`config.mk`:
```
export PLATFORM = sky130hd
export DESIGN_NAME = irrigation_sequencer
export DESIGN_NICKNAME = d
export VERILOG_FILES = /design/src/rtl/irrig_pkg.sv /design/src/rtl/rise_detect.sv /design/src/rtl/irrigation_sequencer.sv
export SDC_FILE = /design/constraint.sdc
export NUM_CORES = 1
export LEC_CHECK = 0
export ABC_AREA = 1
export CAP_MARGIN = 20
export CORE_UTILIZATION = 32
export DETAILED_ROUTE_END_ITERATION = 7
export PLACE_DENSITY = 0.6
export SLEW_MARGIN = 10
export SYNTH_ARGS = -nofsm -noshare
export SYNTH_HDL_FRONTEND = slang
export SYNTH_SLANG_ARGS = --single-unit
```
`constraint.sdc`:
```
create_clock -name clk -period 2.58 [get_ports clk]
set_clock_uncertainty 0.1 [all_clocks]
set_input_delay 0.516 -clock clk [delete_from_list [all_inputs] [get_ports clk]]
set_output_delay 0.516 -clock clk [all_outputs]
set_load 0.03 [all_outputs]
```
`src/rtl/irrig_pkg.sv`:
```
// rtl/irrig_pkg.sv - shared state, mode codes and output decode for the irrigation sequencer
package irrig_pkg;

  typedef enum logic [2:0] {
    IDLE  = 3'd0,
    FILL  = 3'd1,
    IRRIG = 3'd2,
    CLEAN = 3'd3,
    FAULT = 3'd4
  } state_t;

  localparam logic [1:0] MODE_FILL  = 2'b00;
  localparam logic [1:0] MODE_DRIP  = 2'b01;
  localparam logic [1:0] MODE_SPRAY = 2'b10;
  localparam logic [1:0] MODE_CLEAN = 2'b11;

  typedef struct packed {
    logic [1:0] mode;
    logic       run;
    logic       busy;
    logic       fault;
  } outs_t;

  // Registered output image of a state; IDLE and FAULT park the mode code at 00.
  function automatic outs_t decode(state_t s, logic sel);
    outs_t o;
    o = '0;
    case (s)
      FILL:    begin o.mode = MODE_FILL;  o.run = 1'b1; o.busy = 1'b1; end
      IRRIG:   begin o.mode = sel ? MODE_SPRAY : MODE_DRIP; o.run = 1'b1; o.busy = 1'b1; end
      CLEAN:   begin o.mode = MODE_CLEAN; o.run = 1'b1; o.busy = 1'b1; end
      FAULT:   o.fault = 1'b1;
      default: o = '0;
    endcase
    return o;
  endfunction

endpackage

```
`src/rtl/rise_detect.sv`:
```
// rtl/rise_detect.sv - rising-edge detector for the start request
module rise_detect (
  input  logic clk,
  input  logic rst_n,
  input  logic start,
  output logic start_rise
);

  logic start_q;
  logic armed;

  // armed stays low for the first clock after reset so a level already high is not an edge
  always_ff @(posedge clk or negedge rst_n) begin
    if (!rst_n) begin
      start_q <= 1'b0;
      armed   <= 1'b0;
    end else begin
      start_q <= start;
      armed   <= 1'b1;
    end
  end

  assign start_rise = start & ~start_q & armed;

endmodule

```
`src/rtl/irrigation_sequencer.sv`:
```
// rtl/irrigation_sequencer.sv - master FSM: fill, drip/spray, periodic clean, fill watchdog
module irrigation_sequencer
  import irrig_pkg::*;
#(
  parameter int FILL_TIMEOUT = 1000,
  parameter int CLEAN_EVERY  = 3,
  parameter int TO_W         = 16
) (
  input  logic       clk,
  input  logic       rst_n,
  input  logic       start,
  input  logic       spray_sel,
  input  logic       tank_full,
  input  logic       phase_done,
  input  logic       abort,
  input  logic       fault_clr,
  output logic       ff1,
  output logic       ff2,
  output logic       run,
  output logic       phase_start,
  output logic       busy,
  output logic       fault,
  output logic       cycle_done,
  output logic [3:0] cycle_cnt
);

  localparam logic [TO_W-1:0] WD_LAST   = TO_W'(FILL_TIMEOUT - 1);
  localparam logic [3:0]      CLEAN_CNT = 4'(CLEAN_EVERY);

  state_t          state;
  outs_t           outs;
  logic [TO_W-1:0] watchdog;
  logic            sel_q;
  logic            start_rise;

  rise_detect u_rise (
    .clk        (clk),
    .rst_n      (rst_n),
    .start      (start),
    .start_rise (start_rise)
  );

  always_ff @(posedge clk or negedge rst_n) begin
    if (!rst_n) begin
      state       <= IDLE;
      outs        <= '0;
      phase_start <= 1'b0;
      cycle_done  <= 1'b0;
      cycle_cnt   <= 4'd0;
      watchdog    <= '0;
      sel_q       <= 1'b0;
    end else begin
      phase_start <= 1'b0;
      cycle_done  <= 1'b0;
      case (state)
        IDLE: begin
          if (start_rise) begin
            state       <= FILL;
            outs        <= decode(FILL, spray_sel);
            phase_start <= 1'b1;
            watchdog    <= '0;
            sel_q       <= spray_sel;
          end
        end
        FILL: begin
          watchdog <= watchdog + 1'b1;
          if (abort) begin
            state <= IDLE;
            outs  <= decode(IDLE, sel_q);
          end else if (tank_full) begin
            state       <= IRRIG;
            outs        <= decode(IRRIG, sel_q);
            phase_start <= 1'b1;
          end else if (watchdog == WD_LAST) begin
            state <= FAULT;
            outs  <= decode(FAULT, sel_q);
          end
        end
        IRRIG: begin
          if (abort) begin
            state <= IDLE;
            outs  <= decode(IDLE, sel_q);
          end else if (phase_done) begin
            if (cycle_cnt + 4'd1 == CLEAN_CNT) begin
              cycle_cnt   <= 4'd0;
              state       <= CLEAN;
              outs        <= decode(CLEAN, sel_q);
              phase_start <= 1'b1;
            end else begin
              cycle_cnt  <= cycle_cnt + 4'd1;
              state      <= IDLE;
              outs       <= decode(IDLE, sel_q);
              cycle_done <= 1'b1;
            end
          end
        end
        CLEAN: begin
          if (abort) begin
            state <= IDLE;
            outs  <= decode(IDLE, sel_q);
          end else if (phase_done) begin
            state      <= IDLE;
            outs       <= decode(IDLE, sel_q);
            cycle_done <= 1'b1;
          end
        end
        FAULT: begin
          if (fault_clr) begin
            state <= IDLE;
            outs  <= decode(IDLE, sel_q);
          end
        end
        default: begin
          state <= IDLE;
          outs  <= '0;
        end
      endcase
    end
  end

  assign ff1   = outs.mode[0];
  assign ff2   = outs.mode[1];
  assign run   = outs.run;
  assign busy  = outs.busy;
  assign fault = outs.fault;

endmodule

```
Yosys cells after proc, flatten, opt, wreduce, memory -nomap -nowiden
Index checks and enable logic that the tools add are counted.

Register bits: 33. Latch bits: 0. Bits in writable memories: 0. Memory bits (read-only): 0. Word-level logic and storage cells: 74. Memories: 0.

$add $sub $neg: 2. Multipliers: 0. Divide/modulo/power cells: 0. Magnitude comparators: 0. Equality and inequality tests: 11. Shifts and indexed selects: 0. Multiplexer cells: 39. Bitwise operators: 4. Reduce and logical (&&, ||, !) cells: 6.

Operators with widths (number): $mux W5 (10); $pmux W16 S2 (1); $mux W3 (9); $pmux W5 S5 (1); $add A16 B1 Y16 const B (1); $eq A16 B10 Y1 const B (1); $mux W16 (1); $pmux W3 S5 (1); $mux W1 (11); $eq A3 B2 Y1 const B (2); $ne A3 B3 Y1 const B (2); $reduce_and A5 Y1 (1); $add A4 B1 Y4 const B (1); $eq A4 B2 Y1 const B (1); $mux W2 (2); $mux W4 (1); $ne A2 B2 Y1 const B (2); $ne A4 B4 Y1 const B (1); $reduce_and A2 Y1 (2); $eq A3 B1 Y1 const B (1); $eq A3 B3 Y1 const B (1); $logic_not A3 Y1 (1); $pmux W1 S3 (1); $reduce_and A3 Y1 (1); 4 further kinds (6).

Depth between registers and ports, before layout
Depth after elaboration: 6. Gate-level depth with buffers: 9. Depth with buffers taken out: 9.

Modules after synthesis
From an unflattened synthesis, not the netlist that was laid out.

Cell total of the unflattened synthesis: 245. Area total of the unflattened synthesis: 1813.0 um^2.

By module, submodules not included: irrigation_sequencer (times used 1, cells each 240, area an instance 1749.2 um^2); rise_detect (times used 1, cells each 5, area an instance 63.8 um^2).

Least setup slack after synthesis
OpenSTA, ideal clock, no wires.

Path kind: register to register. Start point: register cycle_cnt[0]. End point: register state[1]. Library setup time: 0.070 ns. Data arrival time: 1.328 ns. Path slack: 1.083 ns. Stages on the path, launching flop included: 8. Path buffers: 0. Clock period less this slack: 1.497 ns. Cell sequence: dfrtp_1 ha_1 inv_1 nand2_1 nand2_1 nand3_1 nor2_1 nand3b_1.

Word-level cells in the longest chain between the ends: 6.

Ends and longest elaborated chain: start, declared (RTL line irrigation_sequencer.sv:24) `output logic [3:0] cycle_cnt`; start signal, assigned (RTL line irrigation_sequencer.sv:90) `cycle_cnt <= cycle_cnt + 4'd1;`; $add A4 B1 Y4 (RTL line irrigation_sequencer.sv:84) `if (cycle_cnt + 4'd1 == CLEAN_CNT) begin`; $eq A4 B2 Y1 (RTL line irrigation_sequencer.sv:84); $mux W2 (RTL line irrigation_sequencer.sv:84); $mux W3 (RTL line irrigation_sequencer.sv:83) `end else if (phase_done) begin`; $mux W3 (RTL line irrigation_sequencer.sv:80) `if (abort) begin`; $pmux W3 S5 (RTL line irrigation_sequencer.sv:55) `case (state)`; end signal, assigned (RTL line irrigation_sequencer.sv:58) `state <= FILL;`; end signal, assigned (RTL line irrigation_sequencer.sv:81) `state <= IDLE;`; end signal, assigned (RTL line irrigation_sequencer.sv:86) `state <= CLEAN;`; end, declared (RTL line irrigation_sequencer.sv:30) `state_t state;`.

Every way passes these cells. The select of a mux whose other input is x is not followed. A chain may end at the register's enable or synchronous reset.

Final worst setup path
Start point: register cycle_cnt[0]. End point: output port cycle_cnt[0].

No word-level cell between the ends.

==> metrics.log <==
[metrics] Setup Total Neg Slack: 0 ps
[metrics] post-route minimum period: 2060 ps
[metrics] Seq. cell area: 776 um^2
[metrics] number of buffer and inverter stages on the critical path: 1
[metrics] overall die area: 5940 um^2
[metrics] weighted congestion at the end of routability-driven global placement: 0.837
[metrics] area of the mapped netlist: 1800 um^2
[metrics] via count of the routed design: 1539
[metrics] maximum number of pins on one net before global-route repair: 32
[metrics] YS warnings: 0
[metrics] TritonCTS Sinks: 31
[metrics] number of antenna violations at the first check in global routing: 0
[metrics] Seq cells post-synth: 31
[metrics] fraction of layout instances using a drive strength above 1: 14.2%
[metrics] unrepaired setup endpoints after global routing: no
[metrics] timing-limited maximum frequency: 485 MHz
[metrics] part of the Yosys area used for sequential elements: 43.0%
[metrics] total of hold buffers inserted after clock tree synthesis: 0
[metrics] area of placed instances: 2060 um^2
[metrics] leading cell types in the layout, fill and taps excluded: 63 x sky130_fd_sc_hd__nand2_1, 31 x sky130_fd_sc_hd__dfrtp_1, 30 x sky130_fd_sc_hd__inv_1, 25 x sky130_fd_sc_hd__nand3_1, 23 x sky130_fd_sc_hd__nor2_1
[metrics] Cell Chain, Critical Path: clkdlybuf4s50_1
[metrics] GRT Resource Usage Total: 14.2%
[metrics] Final Setup Violations: 0
[metrics] detailed-route wire length per cell: 11.0 um
[metrics] startpoint of the worst setup timing path: cycle_cnt[0]
[metrics] Crit. path cell count: 1
[metrics] area grow syn2layout: 20.7%
[metrics] slowest cell on the critical path: sky130_fd_sc_hd__clkdlybuf4s50_1
[metrics] Std-Cell Rows: 26
[metrics] Gate Count Post-Synth: 236
[metrics] Setup crit end kind: output port
[metrics] Worst Setup Start Kind: flop
[metrics] final max-slew violation count: 0
[metrics] ant diodes: 0
[metrics] post-layout total power: 2030 uW
[metrics] I/O Buffers: 18
[metrics] CP max FO: 7
[metrics] Max Cap Viol: 0
[metrics] worst endpoint required time: 1960 ps
[metrics] number of failing hold endpoints at the final stage: 0
[metrics] switching power summed over all nets: 810 uW
[metrics] Post-Route Hold Slack: 413 ps
[metrics] clock insertion delay at the later pin of the skew report: 290 ps
[metrics] cells resized by post-CTS repair: 0
[metrics] router iterations before antenna repair: 4
[metrics] Worst Reg2Reg Path Length in Cells: 8
[metrics] combinational cell fraction of total power: 36.6%
[metrics] final-layout fill cell count: 554
[metrics] proportion of power drawn by flip-flops and latches: 38.5%
[metrics] Top Family by Delay on Critical Path: buffers and inverters
[metrics] Unique masters post-synth: 30
[metrics] P per Cell Area: 931 nW/um^2
[metrics] Initial Utilization: 34.2%
[metrics] area occupied by multi-input gates: 871 um^2
[metrics] outcome: finished clean
[metrics] buffers inserted during post-CTS setup optimization: 0
[metrics] critical path class: flop to output port
[metrics] Int Power: 1220 uW
[metrics] syn nets: 247
[metrics] DPL Wire Length: 2670 um
[metrics] commonest non-fill, non-tap cell in the layout: sky130_fd_sc_hd__nand2_1
[metrics] I/O pin cnt: 19
[metrics] via count of the first global-routing pass: 1435
[metrics] detailed-route vias per instance: 4.65
[metrics] x dimension of the die: 77.1 um
[metrics] Post-Syn Area per Cell: 7.64 um^2
[metrics] summed area of non-filler cells in the final layout: 2180 um^2
[metrics] die span in y: 77.1 um
[metrics] startpoint of the worst hold path: sel_q
[metrics] maximum ir drop on the vdd rail: 0.000364 V
[metrics] start of the worst register-to-register path: watchdog[0]
[metrics] CTS clk-pin slew, worst paths: 80 ps
[metrics] root buffer cell: sky130_fd_sc_hd__clkbuf_8
[metrics] portion of the clock cycle consumed by the worst path in the final layout: 79.8%
[metrics] global-route wire length before repair: 6560 um
[metrics] aggregate global routing overflow: 0
[metrics] count of H-tree levels built during CTS: 2
[metrics] final net count: 271
[metrics] CTS tree: yes
[metrics] clock group share of total power: 24.9%
[metrics] leakage component of the power: 0.000993 uW
[metrics] CP max stage delay: 700 ps
[metrics] data arrival time at the worst-slack endpoint: 1440 ps
[metrics] WL final: 3650 um
[metrics] maximum clock insertion buffer count: 2
[metrics] Tightest Hold Check Type: flop to flop
[metrics] core region area: 5270 um^2
[metrics] final core occ: 41.3%
[metrics] iteration-0 DRC count of the detailed router: 64
[metrics] cell depth of the worst min-delay path: 3
[metrics] clock buffer count from CTS: 5
[metrics] remaining design rule violation count: 0
[metrics] count of antenna-violating nets left after detailed routing: 0
[metrics] proportion of total power due to net switching: 40.0%
-- flip-flops by register name (all words and copies together), names as in the netlist --
name,flops
u_rise.armed,1
cycle_done,1
sel_q,1
state,3
phase_start,1
cycle_cnt,4
ff2,1
ff1,1
watchdog,16
run,1
u_rise.start_q,1
-- final cells by class --
type	instances	area share, %
multi-input cells	169	40.0
flip-flops and latches	31	35.6
inverters	34	6.32
well taps	70	4.02
repair buffers	19	8.62
clock buffers	6	3.79
clock inverters	2	1.61
-- power by group through the flow --
stage / clock, uW / sequential [uW] / combinational, uW
final: 505 / 780 / 742
after global routing: 543 / 806 / 838
after CTS: 516 / 778 / 753
after detailed placement: 0 / 785 / 752
after global placement: 0 / 786 / 745
after floorplan: 0 / 832 / 495
-- metal layers --
metal	GRT usage [%]	share of wire, %	wire length [um]	up-vias
li1	-	-	-	809
met1	18.7	51	1850	697
met2	21.9	43	1580	26
met3	3.69	4.0	147	7
met4	6.23	1.8	66	0
met5	0	0	0	-
-- stage by stage --
step,cells,worst slack [ps]
after floorplan,236,1080
after global placement,323,565
after detailed placement,323,521
after CTS,331,515
after global routing,331,445
final,331,520
-- cell usage after synthesis --
cell | number | area share (%)
sky130_fd_sc_hd__inv_2 | 1 | 0.21
sky130_fd_sc_hd__buf_4 | 1 | 0.42
sky130_fd_sc_hd__nor2_8 | 1 | 1.1
sky130_fd_sc_hd__inv_1 | 30 | 6.2
sky130_fd_sc_hd__o21ai_1 | 2 | 0.56
sky130_fd_sc_hd__a21oi_2 | 1 | 0.49
sky130_fd_sc_hd__dfrtp_1 | 31 | 43
sky130_fd_sc_hd__inv_4 | 2 | 0.69
sky130_fd_sc_hd__a21boi_1 | 1 | 0.42
sky130_fd_sc_hd__nand3_2 | 3 | 1.7
sky130_fd_sc_hd__nand4_1 | 6 | 2.1
sky130_fd_sc_hd__o22ai_2 | 1 | 0.69
sky130_fd_sc_hd__nand2_1 | 63 | 13
sky130_fd_sc_hd__o21ai_2 | 5 | 2.4
sky130_fd_sc_hd__nor2_2 | 6 | 2.1
sky130_fd_sc_hd__nor2_1 | 23 | 4.8
sky130_fd_sc_hd__nand3b_1 | 1 | 0.42
sky130_fd_sc_hd__nand3_1 | 25 | 6.9
sky130_fd_sc_hd__nor3_1 | 3 | 0.83
sky130_fd_sc_hd__nor2_4 | 1 | 0.62
sky130_fd_sc_hd__o21a_1 | 1 | 0.42
sky130_fd_sc_hd__a21oi_1 | 3 | 0.83
sky130_fd_sc_hd__o21ai_0 | 13 | 3.6
sky130_fd_sc_hd__clkinv_4 | 1 | 0.49
sky130_fd_sc_hd__nor3_2 | 1 | 0.56
sky130_fd_sc_hd__nand3_4 | 1 | 0.97
sky130_fd_sc_hd__buf_6 | 1 | 0.62
sky130_fd_sc_hd__nand2_2 | 4 | 1.4
sky130_fd_sc_hd__ha_1 | 3 | 2.1
sky130_fd_sc_hd__conb_1 | 1 | 0.21
-- worst paths after layout --
| kind | endpoint | slack, ps |
|---|---|---|
| min | ff1 | 410 |
| max in group asynchronous | phase_start | 1550 |
| min reg2reg | ff1 | 410 |
| max | cycle_cnt[0] | 520 |
| max reg2reg | run | 980 |
| min in group asynchronous | cycle_cnt[3] | 510 |
-- worst min-delay path: cells and delay by family, from the launching register on --
kind          cells  cell delay [ps]
flops             1              340
simple gates      3              140
-- kinds of logic after synthesis --
kind of cell	synth area share, %
other	0.208
DFF	43.0
AOI/OAI and AO/OA	9.44
adders and majority gates	2.08
buffers and inverters	8.67
and+or+nand+nor	36.6
Note: power is estimated with default switching activity, not from simulation.
